===== config.mk =====
export PLATFORM = sky130hd
export DESIGN_NAME = alu_issue_stage
export DESIGN_NICKNAME = d
export VERILOG_FILES = /design/src/rtl/alu_pkg.sv /design/src/rtl/alu_cmd_fifo.sv /design/src/rtl/alu_issue_stage.sv
export SDC_FILE = /design/constraint.sdc
export NUM_CORES = 1
export LEC_CHECK = 0
export CAP_MARGIN = 20
export CORE_AREA = 2 2 61 120
export DETAILED_ROUTE_END_ITERATION = 10
export DIE_AREA = 0 0 63 122
export GPL_ROUTABILITY_DRIVEN = 0
export SLEW_MARGIN = 0
export SYNTH_ARGS = -nofsm -noshare
export SYNTH_HDL_FRONTEND = slang
export SYNTH_SLANG_ARGS = --single-unit
export TNS_END_PERCENT = 100

===== constraint.sdc =====
create_clock -name clk -period 1.7 [get_ports clk]
set_input_delay 0.34 -clock clk [delete_from_list [all_inputs] [get_ports clk]]
set_output_delay 0.34 -clock clk [all_outputs]
set_load 0.03 [all_outputs]

===== src/rtl/alu_pkg.sv =====
// Shared definitions for the ALU issue stage: opcodes, FSM encoding and command layout.
package alu_pkg;

  localparam int unsigned OP_W = 4;

  localparam logic [OP_W-1:0] OP_ADD = 4'd0;
  localparam logic [OP_W-1:0] OP_SUB = 4'd1;
  localparam logic [OP_W-1:0] OP_NOT = 4'd2;
  localparam logic [OP_W-1:0] OP_AND = 4'd3;
  localparam logic [OP_W-1:0] OP_OR  = 4'd4;
  localparam logic [OP_W-1:0] OP_XOR = 4'd5;
  localparam logic [OP_W-1:0] OP_ILT = 4'd6;
  localparam logic [OP_W-1:0] OP_IET = 4'd7;

  typedef enum logic [1:0] {
    StIdle = 2'd0,
    StExec = 2'd1,
    StResp = 2'd2
  } state_e;

  // Opcodes 8-15 are reserved; the top bit alone identifies them.
  function automatic logic op_is_illegal(input logic [OP_W-1:0] op);
    return op[OP_W-1];
  endfunction

  // Packed command layout is {op, a, b}.
  function automatic int unsigned cmd_width(input int unsigned w);
    return OP_W + 2 * w;
  endfunction

endpackage


===== src/rtl/alu_cmd_fifo.sv =====
// Synchronous command FIFO with registered occupancy count.
module alu_cmd_fifo #(
  parameter int unsigned Width = 12,
  parameter int unsigned Depth = 2
) (
  input  logic                         clk,
  input  logic                         rst_n,
  input  logic                         i_push,
  input  logic [Width-1:0]             i_wdata,
  input  logic                         i_pop,
  output logic [Width-1:0]             o_rdata,
  output logic                         o_full,
  output logic                         o_empty,
  output logic [$clog2(Depth+1)-1:0]   o_count
);

  localparam int unsigned PtrW = $clog2(Depth);
  localparam int unsigned CntW = $clog2(Depth + 1);

  logic [Width-1:0] r_mem [Depth];
  logic [PtrW-1:0]  r_wr_ptr;
  logic [PtrW-1:0]  r_rd_ptr;
  logic [CntW-1:0]  r_count;
  logic             w_push;
  logic             w_pop;

  assign o_full  = (r_count == CntW'(Depth));
  assign o_empty = (r_count == '0);
  assign o_count = r_count;
  assign o_rdata = r_mem[r_rd_ptr];

  assign w_push = i_push & ~o_full;
  assign w_pop  = i_pop & ~o_empty;

  always_ff @(posedge clk) begin
    if (w_push) begin
      r_mem[r_wr_ptr] <= i_wdata;
    end
  end

  // Depth is a power of two, so pointer overflow wraps naturally.
  always_ff @(posedge clk or negedge rst_n) begin
    if (!rst_n) begin
      r_wr_ptr <= '0;
      r_rd_ptr <= '0;
      r_count  <= '0;
    end else begin
      if (w_push) r_wr_ptr <= r_wr_ptr + 1'b1;
      if (w_pop)  r_rd_ptr <= r_rd_ptr + 1'b1;
      if (w_push && !w_pop) begin
        r_count <= r_count + CntW'(1);
      end else if (w_pop && !w_push) begin
        r_count <= r_count - CntW'(1);
      end
    end
  end

endmodule


===== src/rtl/alu_issue_stage.sv =====
// Issue stage around a combinational ALU: command FIFO, registered operands and a
// valid/ready response register.
module alu_issue_stage
  import alu_pkg::*;
#(
  parameter int unsigned W     = 4,
  parameter int unsigned DEPTH = 2
) (
  input  logic            clk,
  input  logic            rst_n,
  input  logic            i_cmd_valid,
  output logic            o_cmd_ready,
  input  logic [OP_W-1:0] i_cmd_op,
  input  logic [W-1:0]    i_cmd_a,
  input  logic [W-1:0]    i_cmd_b,
  output logic [W-1:0]    o_alu_a,
  output logic [W-1:0]    o_alu_b,
  output logic [OP_W-1:0] o_alu_op,
  input  logic [W-1:0]    i_alu_result,
  input  logic            i_alu_carry,
  input  logic            i_alu_zero,
  output logic            o_rsp_valid,
  input  logic            i_rsp_ready,
  output logic [W-1:0]    o_rsp_result,
  output logic            o_rsp_carry,
  output logic            o_rsp_zero,
  output logic            o_rsp_illegal,
  output logic            o_busy
);

  localparam int unsigned CMD_W = cmd_width(W);
  localparam int unsigned CNT_W = $clog2(DEPTH + 1);

  logic [CMD_W-1:0] w_head;
  logic [OP_W-1:0]  w_head_op;
  logic [W-1:0]     w_head_a;
  logic [W-1:0]     w_head_b;
  logic             w_push;
  logic             w_pop;
  logic             w_full;
  logic             w_empty;
  logic [CNT_W-1:0] w_fifo_count;
  logic             w_head_illegal;

  state_e          r_state;
  state_e          w_state_d;
  logic [W-1:0]    r_alu_a;
  logic [W-1:0]    r_alu_b;
  logic [OP_W-1:0] r_alu_op;
  logic [W-1:0]    r_rsp_result;
  logic            r_rsp_carry;
  logic            r_rsp_zero;
  logic            r_rsp_illegal;

  // Gated by rst_n so cmd_ready reads 0 while reset is held.
  assign o_cmd_ready = rst_n & ~w_full;
  assign w_push      = i_cmd_valid & o_cmd_ready;

  alu_cmd_fifo #(
    .Width (CMD_W),
    .Depth (DEPTH)
  ) u_fifo (
    .clk     (clk),
    .rst_n   (rst_n),
    .i_push  (w_push),
    .i_wdata ({i_cmd_op, i_cmd_a, i_cmd_b}),
    .i_pop   (w_pop),
    .o_rdata (w_head),
    .o_full  (w_full),
    .o_empty (w_empty),
    .o_count (w_fifo_count)
  );

  assign {w_head_op, w_head_a, w_head_b} = w_head;
  assign w_head_illegal = op_is_illegal(w_head_op);

  always_comb begin
    w_state_d = r_state;
    w_pop     = 1'b0;
    case (r_state)
      StIdle: begin
        if (!w_empty) begin
          w_pop     = 1'b1;
          w_state_d = w_head_illegal ? StResp : StExec;
        end
      end
      StExec: w_state_d = StResp;
      StResp: begin
        if (i_rsp_ready) begin
          if (!w_empty) begin
            w_pop     = 1'b1;
            w_state_d = w_head_illegal ? StResp : StExec;
          end else begin
            w_state_d = StIdle;
          end
        end
      end
      default: w_state_d = StIdle;
    endcase
  end

  always_ff @(posedge clk or negedge rst_n) begin
    if (!rst_n) begin
      r_state       <= StIdle;
      r_alu_a       <= '0;
      r_alu_b       <= '0;
      r_alu_op      <= '0;
      r_rsp_result  <= '0;
      r_rsp_carry   <= 1'b0;
      r_rsp_zero    <= 1'b0;
      r_rsp_illegal <= 1'b0;
    end else begin
      r_state <= w_state_d;
      if (w_pop && !w_head_illegal) begin
        r_alu_a  <= w_head_a;
        r_alu_b  <= w_head_b;
        r_alu_op <= w_head_op;
      end
      // Illegal ops bypass the ALU and produce a canned response directly.
      if (w_pop && w_head_illegal) begin
        r_rsp_result  <= '0;
        r_rsp_carry   <= 1'b0;
        r_rsp_zero    <= 1'b0;
        r_rsp_illegal <= 1'b1;
      end else if (r_state == StExec) begin
        r_rsp_result  <= i_alu_result;
        r_rsp_carry   <= i_alu_carry;
        r_rsp_zero    <= i_alu_zero;
        r_rsp_illegal <= 1'b0;
      end
    end
  end

  assign o_alu_a       = r_alu_a;
  assign o_alu_b       = r_alu_b;
  assign o_alu_op      = r_alu_op;
  assign o_rsp_valid   = (r_state == StResp);
  assign o_rsp_result  = r_rsp_result;
  assign o_rsp_carry   = r_rsp_carry;
  assign o_rsp_zero    = r_rsp_zero;
  assign o_rsp_illegal = r_rsp_illegal;
  assign o_busy        = (r_state != StIdle) | (w_fifo_count != '0);

endmodule


==> results of run 1 <==
layout make-up:
class,count,share of cell area (%)
Multi-Input combinational cell,59,20.2
Inverter,2,0.272
Clock buffer,6,4.67
Timing Repair Buffer,60,20.5
Tap cell,90,4.08
Sequential cell,49,48.8
Clock inverter,2,1.41
kinds of logic (layout without fill, tap and decap cells):
group           count (synthesis)  after routing  share of synthesized area, %
compound gates                  3              3                          1.18
xor+xnor                        5              5                          2.30
fa+ha+maj                       1              1                         0.657
buf+inv                         5             70                          1.38
flops                          49             49                          70.7
mux                            29             29                          17.0
simple gates                   21             21                          6.83
worst min path at each step:
| stage | start | to | slack, ns | cells after the start |
|---|---|---|---|---|
| after global placement | u_fifo.r_wr_ptr | u_fifo.r_wr_ptr | 0.48 | 1 |
| after floorplan | rst_n | o_alu_a[0] | 0.04 | 0 |
| after detailed placement | o_rsp_illegal | o_rsp_illegal | 0.49 | 1 |
| final | rst_n | u_fifo.o_count[0] | 0.49 | 2 |
| after global routing | u_fifo.r_wr_ptr | u_fifo.r_wr_ptr | 0.52 | 1 |
| after CTS | rst_n | u_fifo.o_count[0] | 0.49 | 2 |
sequential cells by signal, indices dropped and copies added, names as in the netlist, 2 cells and up:
signal and flops:
u_fifo.r_mem 24, o_alu_b 4, o_alu_a 4, u_fifo.o_count 2
o_rsp_result 4, o_alu_op 4, r_state 2
placed cells by master, fill, tap and decap left out:
master | synthesis | final
xor2_2 | 0 | 1
inv_1 | 2 | 2
nand2b_1 | 2 | 2
or3_4 | 0 | 1
nor4b_2 | 1 | 1
dlymetal6s2s_1 | 0 | 1
and3_1 | 1 | 1
nor2_1 | 10 | 10
clkbuf_16 | 0 | 5
xnor2_1 | 4 | 4
clkdlybuf4s50_1 | 0 | 38
buf_12 | 0 | 1
o21a_1 | 1 | 1
and2b_2 | 0 | 1
clkbuf_1 | 1 | 1
ha_4 | 0 | 1
inv_6 | 0 | 1
nand2_1 | 1 | 1
a21o_1 | 1 | 1
dlygate4sd2_1 | 0 | 3
dfrtp_1 | 25 | 25
nor2b_1 | 2 | 2
mux2_4 | 1 | 1
o211ai_1 | 1 | 1
buf_4 | 0 | 17
nand3b_1 | 1 | 1
nor4_4 | 1 | 1
edfxtp_1 | 24 | 24
mux2_2 | 22 | 22
mux2i_1 | 6 | 6
bufinv_16 | 0 | 1
what timing repair did:
action / CTS / global route
endpoints found under the hold margin: 0 / 0
setup buffers: 0 / 0
resized for setup: 7 / 2
setup endpoints to repair: 11 / 3
pin swaps: 4 / 2
through the flow:
stage / util (%) / total power [mW] / instances
final: 40.4 / 5.03 / 268
after detailed placement: 37.6 / 3.95 / 260
after floorplan: - / 3.07 / 113
after global routing: 40.4 / 5.30 / 268
after CTS: 40.2 / 5.08 / 268
after global placement: 37.6 / 3.89 / 260
where the power goes:
part           internal, mW  leakage (nW)  switching, mW
logic                  1.10         0.518           1.08
clock network         0.699        0.0815          0.396
registers              1.60         0.525          0.156
layer usage:
layer | share of wire, % | track usage (%)
met5 | 0 | 0
met4 | 1.5 | 3.75
met3 | 5.4 | 3.42
met2 | 51 | 17.6
met1 | 42 | 11.6
==> flow_metrics.env, run 1 <==
export IMPL_die_w_um=63
export IMPL_multi_input_area_um2=558
export IMPL_layout_drive_gt1_share_pct=30.3
export IMPL_htreeDepth=2
export IMPL_skew_ns=0.00546
export IMPL_tns_ns=0
export IMPL_via_count=1113
export IMPL_period_minus_slack_ns=1.67
export IMPL_synth_seq_cells=49
export IMPL_gr_usage_all_layers_pct=10.2
export IMPL_via_per_inst=4.15
export IMPL_fillCellCount=650
export IMPL_grt_max_degree=17
export IMPL_worstPathMaxFanout=4
export IMPL_diodes=0
export IMPL_finalMaxSlewViolations=0
export IMPL_setup_violations_final=0
export IMPL_relSlewSlack_pct=71.4
export IMPL_yosysSeqAreaShare_pct=70.7
export IMPL_rr_endpoint="u_fifo.o_count[1]"
export IMPL_reg2regPathDepth=6
export IMPL_cp_top_family="simple AND/OR/NAND/NOR gates"
export IMPL_final_hold_violation_count=0
export IMPL_clkLatencyLatePin_ns=0.28
export IMPL_crit_start="r_state[1]"
export IMPL_worstMarginPinSlew_ns=0.429
export IMPL_leakage_nw=1.12
export IMPL_dieHeight_um=122
export IMPL_final_nets=200
export IMPL_synth_cell_type_count=25
export IMPL_rows=43
export IMPL_ys_flop_type="dfrtp_1"
export IMPL_synth_top_area_share_pct=37.8
export IMPL_die_area_um2=7690
export IMPL_ctsLongestPathBuffers=2
export IMPL_setup_slack_ns=0.0350
export IMPL_finish_instance_area_um2=2760
export IMPL_synth_nets=136
export IMPL_routed_wl_um=3550
export IMPL_critPathKind="reg -> reg"
export IMPL_place_area_um2=2570
export IMPL_cts_root_buf="clkbuf_16"
export IMPL_io_pin_count=44
export IMPL_drt_antenna_violating_nets=0
export IMPL_drv_cap=0
export IMPL_cts_clk_slew_worst_paths_ns=0.06
export IMPL_arrival_ns=1.87
export IMPL_rsz0062_at_grt="true"
export IMPL_postSynthCellCount=113
export IMPL_cts_sinks=49
export IMPL_slowest_stage="dfrtp_1"
export IMPL_drt_first_pass_iters=3
export IMPL_grt_pass1_wl_um=5970
export IMPL_async_reset_ff_share_pct=51.0
export IMPL_drcViolationCount=0
export IMPL_critPathCaptureType="flop"
export IMPL_crit_end="u_fifo.o_count[1]"
export IMPL_wl_per_cell_um=13.3
export IMPL_syn_area_um2=1900
export IMPL_cts_buffers=5
export IMPL_ys_warn_count=0
export IMPL_pre_cts_slack_ns=-0.408
export IMPL_pwr_density_cell_nw_per_um2=1820
export IMPL_fmax_mhz=601
export IMPL_synthTopCellsByCount="25 x dfrtp_1, 24 x edfxtp_1, 22 x mux2_2, 10 x nor2_1, 6 x mux2i_1"
export IMPL_grt_pass1_vias=1231
export IMPL_core_area_um2=6830
export IMPL_initial_core_util_pct=27.9
export IMPL_critical_path_required_ns=1.90
export IMPL_cp_depth=6
export IMPL_hpwl_um=2620
export IMPL_synth_most_common_cell="dfrtp_1"
export IMPL_status="finished, final reports clean"
export IMPL_antenna_found_initial=0
export IMPL_cp_num_buf_inv=0
export IMPL_max_stage_delay_ns=0.41
export IMPL_seqCellArea_um2=1350
export IMPL_area_growth_pct=44.9
export IMPL_start_kind="flop"
export IMPL_ir_drop_mv=0.932
export IMPL_reg2reg_slack_ns=0.03
export IMPL_worstReg2RegStart="r_state[1]"
export IMPL_whs_ns=0.488
export IMPL_io_buffers=43
export IMPL_cts_tree="yes"
export IMPL_synth_area_leaders="edfxtp_1 38%, dfrtp_1 33%, mux2_2 13%"
export IMPL_cp_cell_sequence="and2b_2 > or3_4 > ha_4 > xor2_2 > nor2_1 > xnor2_1"
export IMPL_grt_ovfl_total=0
export IMPL_syn_area_per_cell_um2=16.9
export IMPL_cts_hold_buf=0
export IMPL_synth_enable_flop_cells=24
export IMPL_yosys_area_top_type="edfxtp_1"
export IMPL_period_share_pct=97.9
export IMPL_worstHoldPathType="in -> async"
export IMPL_drt_iter0_markers=31
Note: power is estimated with default switching activity, not from simulation.
==> run 2: changes to the inputs <==
--- a/config.mk
+++ b/config.mk
@@ -5,7 +5,6 @@
 export SDC_FILE = /design/constraint.sdc
 export NUM_CORES = 1
 export LEC_CHECK = 0
-export CAP_MARGIN = 20
 export CORE_AREA = 2 2 61 120
 export DETAILED_ROUTE_END_ITERATION = 10
 export DIE_AREA = 0 0 63 122
==> results of run 2 <==
No change in the layout: final DEF, timing and power equal those of run 1.
==> run 3: changes to the inputs <==
--- a/config.mk
+++ b/config.mk
@@ -9,6 +9,7 @@
 export DETAILED_ROUTE_END_ITERATION = 10
 export DIE_AREA = 0 0 63 122
 export GPL_ROUTABILITY_DRIVEN = 0
+export SETUP_SLACK_MARGIN = 0.5
 export SLEW_MARGIN = 0
 export SYNTH_ARGS = -nofsm -noshare
 export SYNTH_HDL_FRONTEND = slang
==> run 3 against run 2 <==
Clock power decreased by 8%. Routed wire length increased by 11%. Clock-buffer cell count down 1. Critical path type unchanged. Largest cell class unchanged.
==> flow_metrics.env, run 3 (synthesized netlist as in run 1, its figures left out) <==
export IMPL_final_hold_violation_count=0
export IMPL_p_sw_mw=1.96
export IMPL_cts_buffers=5
export IMPL_leakage_nw=1.31
export IMPL_gr_usage_all_layers_pct=10.7
export IMPL_largest_register_ffs=24
export IMPL_fillCellCount=629
export IMPL_cp_num_buf_inv=0
export IMPL_max_stage_delay_ns=0.39
export IMPL_p_total_mw=5.73
export IMPL_cp_cell_sequence="and2b_2 > or3_4 > ha_4 > xor2_1 > nor2_1 > xnor2_1"
export IMPL_seqPwrFrac_pct=31.7
export IMPL_layout_commonest_cell="buf_6"
export IMPL_drcViolationCount=0
export IMPL_layout_drive_gt1_share_pct=55.7
export IMPL_worstHoldPathType="in -> async"
export IMPL_io_pin_count=44
export IMPL_drt_antenna_violating_nets=0
export IMPL_dieHeight_um=122
export IMPL_htreeDepth=2
export IMPL_cts_root_buf="clkbuf_16"
export IMPL_fmax_mhz=602
export IMPL_clkLatencyLatePin_ns=0.29
export IMPL_pre_cts_slack_ns=-0.403
export IMPL_critPathKind="reg -> reg"
export IMPL_status="finished, final reports clean"
export IMPL_cts_clk_slew_worst_paths_ns=0.07
export IMPL_start_kind="flop"
export IMPL_period_minus_slack_ns=1.66
export IMPL_seqCellArea_um2=1350
export IMPL_setup_slack_ns=0.0387
export IMPL_ctsLongestPathBuffers=2
export IMPL_pwr_share_comb_pct=50.7
export IMPL_initial_core_util_pct=27.9
export IMPL_die_w_um=63
export IMPL_grt_pass1_wl_um=6280
export IMPL_top_register="u_fifo.r_mem"
export IMPL_skew_ns=0.00604
export IMPL_grt_max_degree=25
export IMPL_rsz0062_at_grt="true"
export IMPL_cp_top_family="simple AND/OR/NAND/NOR gates"
export IMPL_cts_sinks=49
export IMPL_final_cell_mix="28 x buf_6, 25 x dfrtp_1, 24 x edfxtp_1, 22 x buf_4, 18 x clkdlybuf4s50_1"
export IMPL_clkPwrFrac_pct=17.5
export IMPL_drv_cap=0
export IMPL_arrival_ns=1.87
export IMPL_drt_first_pass_iters=4
export IMPL_area_growth_pct=61.0
export IMPL_critPathCaptureType="flop"
export IMPL_ir_drop_mv=0.976
export IMPL_setup_violations_final=0
export IMPL_via_per_inst=4.29
export IMPL_grt_ovfl_total=0
export IMPL_place_area_um2=2590
export IMPL_wl_per_cell_um=13.9
export IMPL_die_area_um2=7690
export IMPL_final_nets=216
export IMPL_finish_instance_area_um2=3070
export IMPL_core_area_um2=6830
export IMPL_period_share_pct=97.7
export IMPL_worstMarginPinSlew_ns=0.339
export IMPL_internal_power_mw=3.77
export IMPL_grt_pass1_vias=1240
export IMPL_diodes=0
export IMPL_via_count=1217
export IMPL_rows=43
export IMPL_multi_input_area_um2=704
export IMPL_drt_iter0_markers=41
export IMPL_pwr_density_cell_nw_per_um2=1870
export IMPL_antenna_found_initial=0
export IMPL_cts_tree="yes"
export IMPL_finalMaxSlewViolations=0
export IMPL_switching_share_pct=34.1
export IMPL_io_buffers=43
export IMPL_critical_path_required_ns=1.91
export IMPL_worstPathMaxFanout=3
export IMPL_slowest_stage="dfrtp_1"
export IMPL_hpwl_um=2460
export IMPL_routed_wl_um=3940
export IMPL_relSlewSlack_pct=77.4
-- run 3: cell types whose count changed in the layout (fill, tap and decap cells not counted), sizes merged --
cell / delta
clkdlybuf4s50: -20
inv: +1
dlymetal6s2s: -1
clkinv: +1
and3: +1
buf: +35
bufinv: -1
-- run 3: layout make-up --
class,instances,share of cell area [%]
multi-input cells,60,23.0
inverters,2,0.245
clock inverters,3,0.938
flip-flops and latches,49,43.9
well taps,90,3.67
clock buffers,5,4.08
repair buffers,75,24.2
-- run 3: power by group through the flow --
stage / registers [mW] / logic [mW] / clock network, mW
floorplan: 2.16 / 1.07 / 0
global route: 1.86 / 3.09 / 1.08
CTS: 1.79 / 2.48 / 1.03
finish: 1.82 / 2.91 / 1.00
detailed placement: 1.79 / 2.27 / 0
global placement: 1.78 / 2.23 / 0
-- run 3: per-stage QoR --
step	cells	hold slack (ns)	util (%)	TNS (ns)
floorplan	113	0.0444	-	0
global placement	256	0.466	38.0	-5.10
detailed placement	256	0.472	38.0	-5.19
CTS	274	0.175	41.6	0
global route	284	0.208	44.9	-0.0311
finish	284	0.175	44.9	0
-- run 3: final timing paths --
check,cells after the start,slack (ns),start,end
worst max-delay path,6,0.04,r_state[1],u_fifo.o_count[1]
worst min-delay path,2,0.17,rst_n,u_fifo.r_wr_ptr
worst max register to register,6,0.04,r_state[1],u_fifo.o_count[1]
worst min register to register,1,0.51,o_alu_b[1],o_alu_b[1]
max in group asynchronous,2,1.13,rst_n,o_rsp_result[1]
min in group clk,1,0.51,o_alu_b[1],o_alu_b[1]
-- run 3: what timing repair did --
item	CTS	global route
hold buffers	0	0
resized for setup	129	61
setup endpoints to repair	71	69
gates cloned	2	0
setup buffers	8	10
pin swaps	10	6
-- run 3: routing by layer --
layer  track usage (%)  part of all wire, %
met5                 0                    0
met1              13.2                   42
met4              4.58                  1.9
met2              17.6                   51
met3              2.95                  5.2
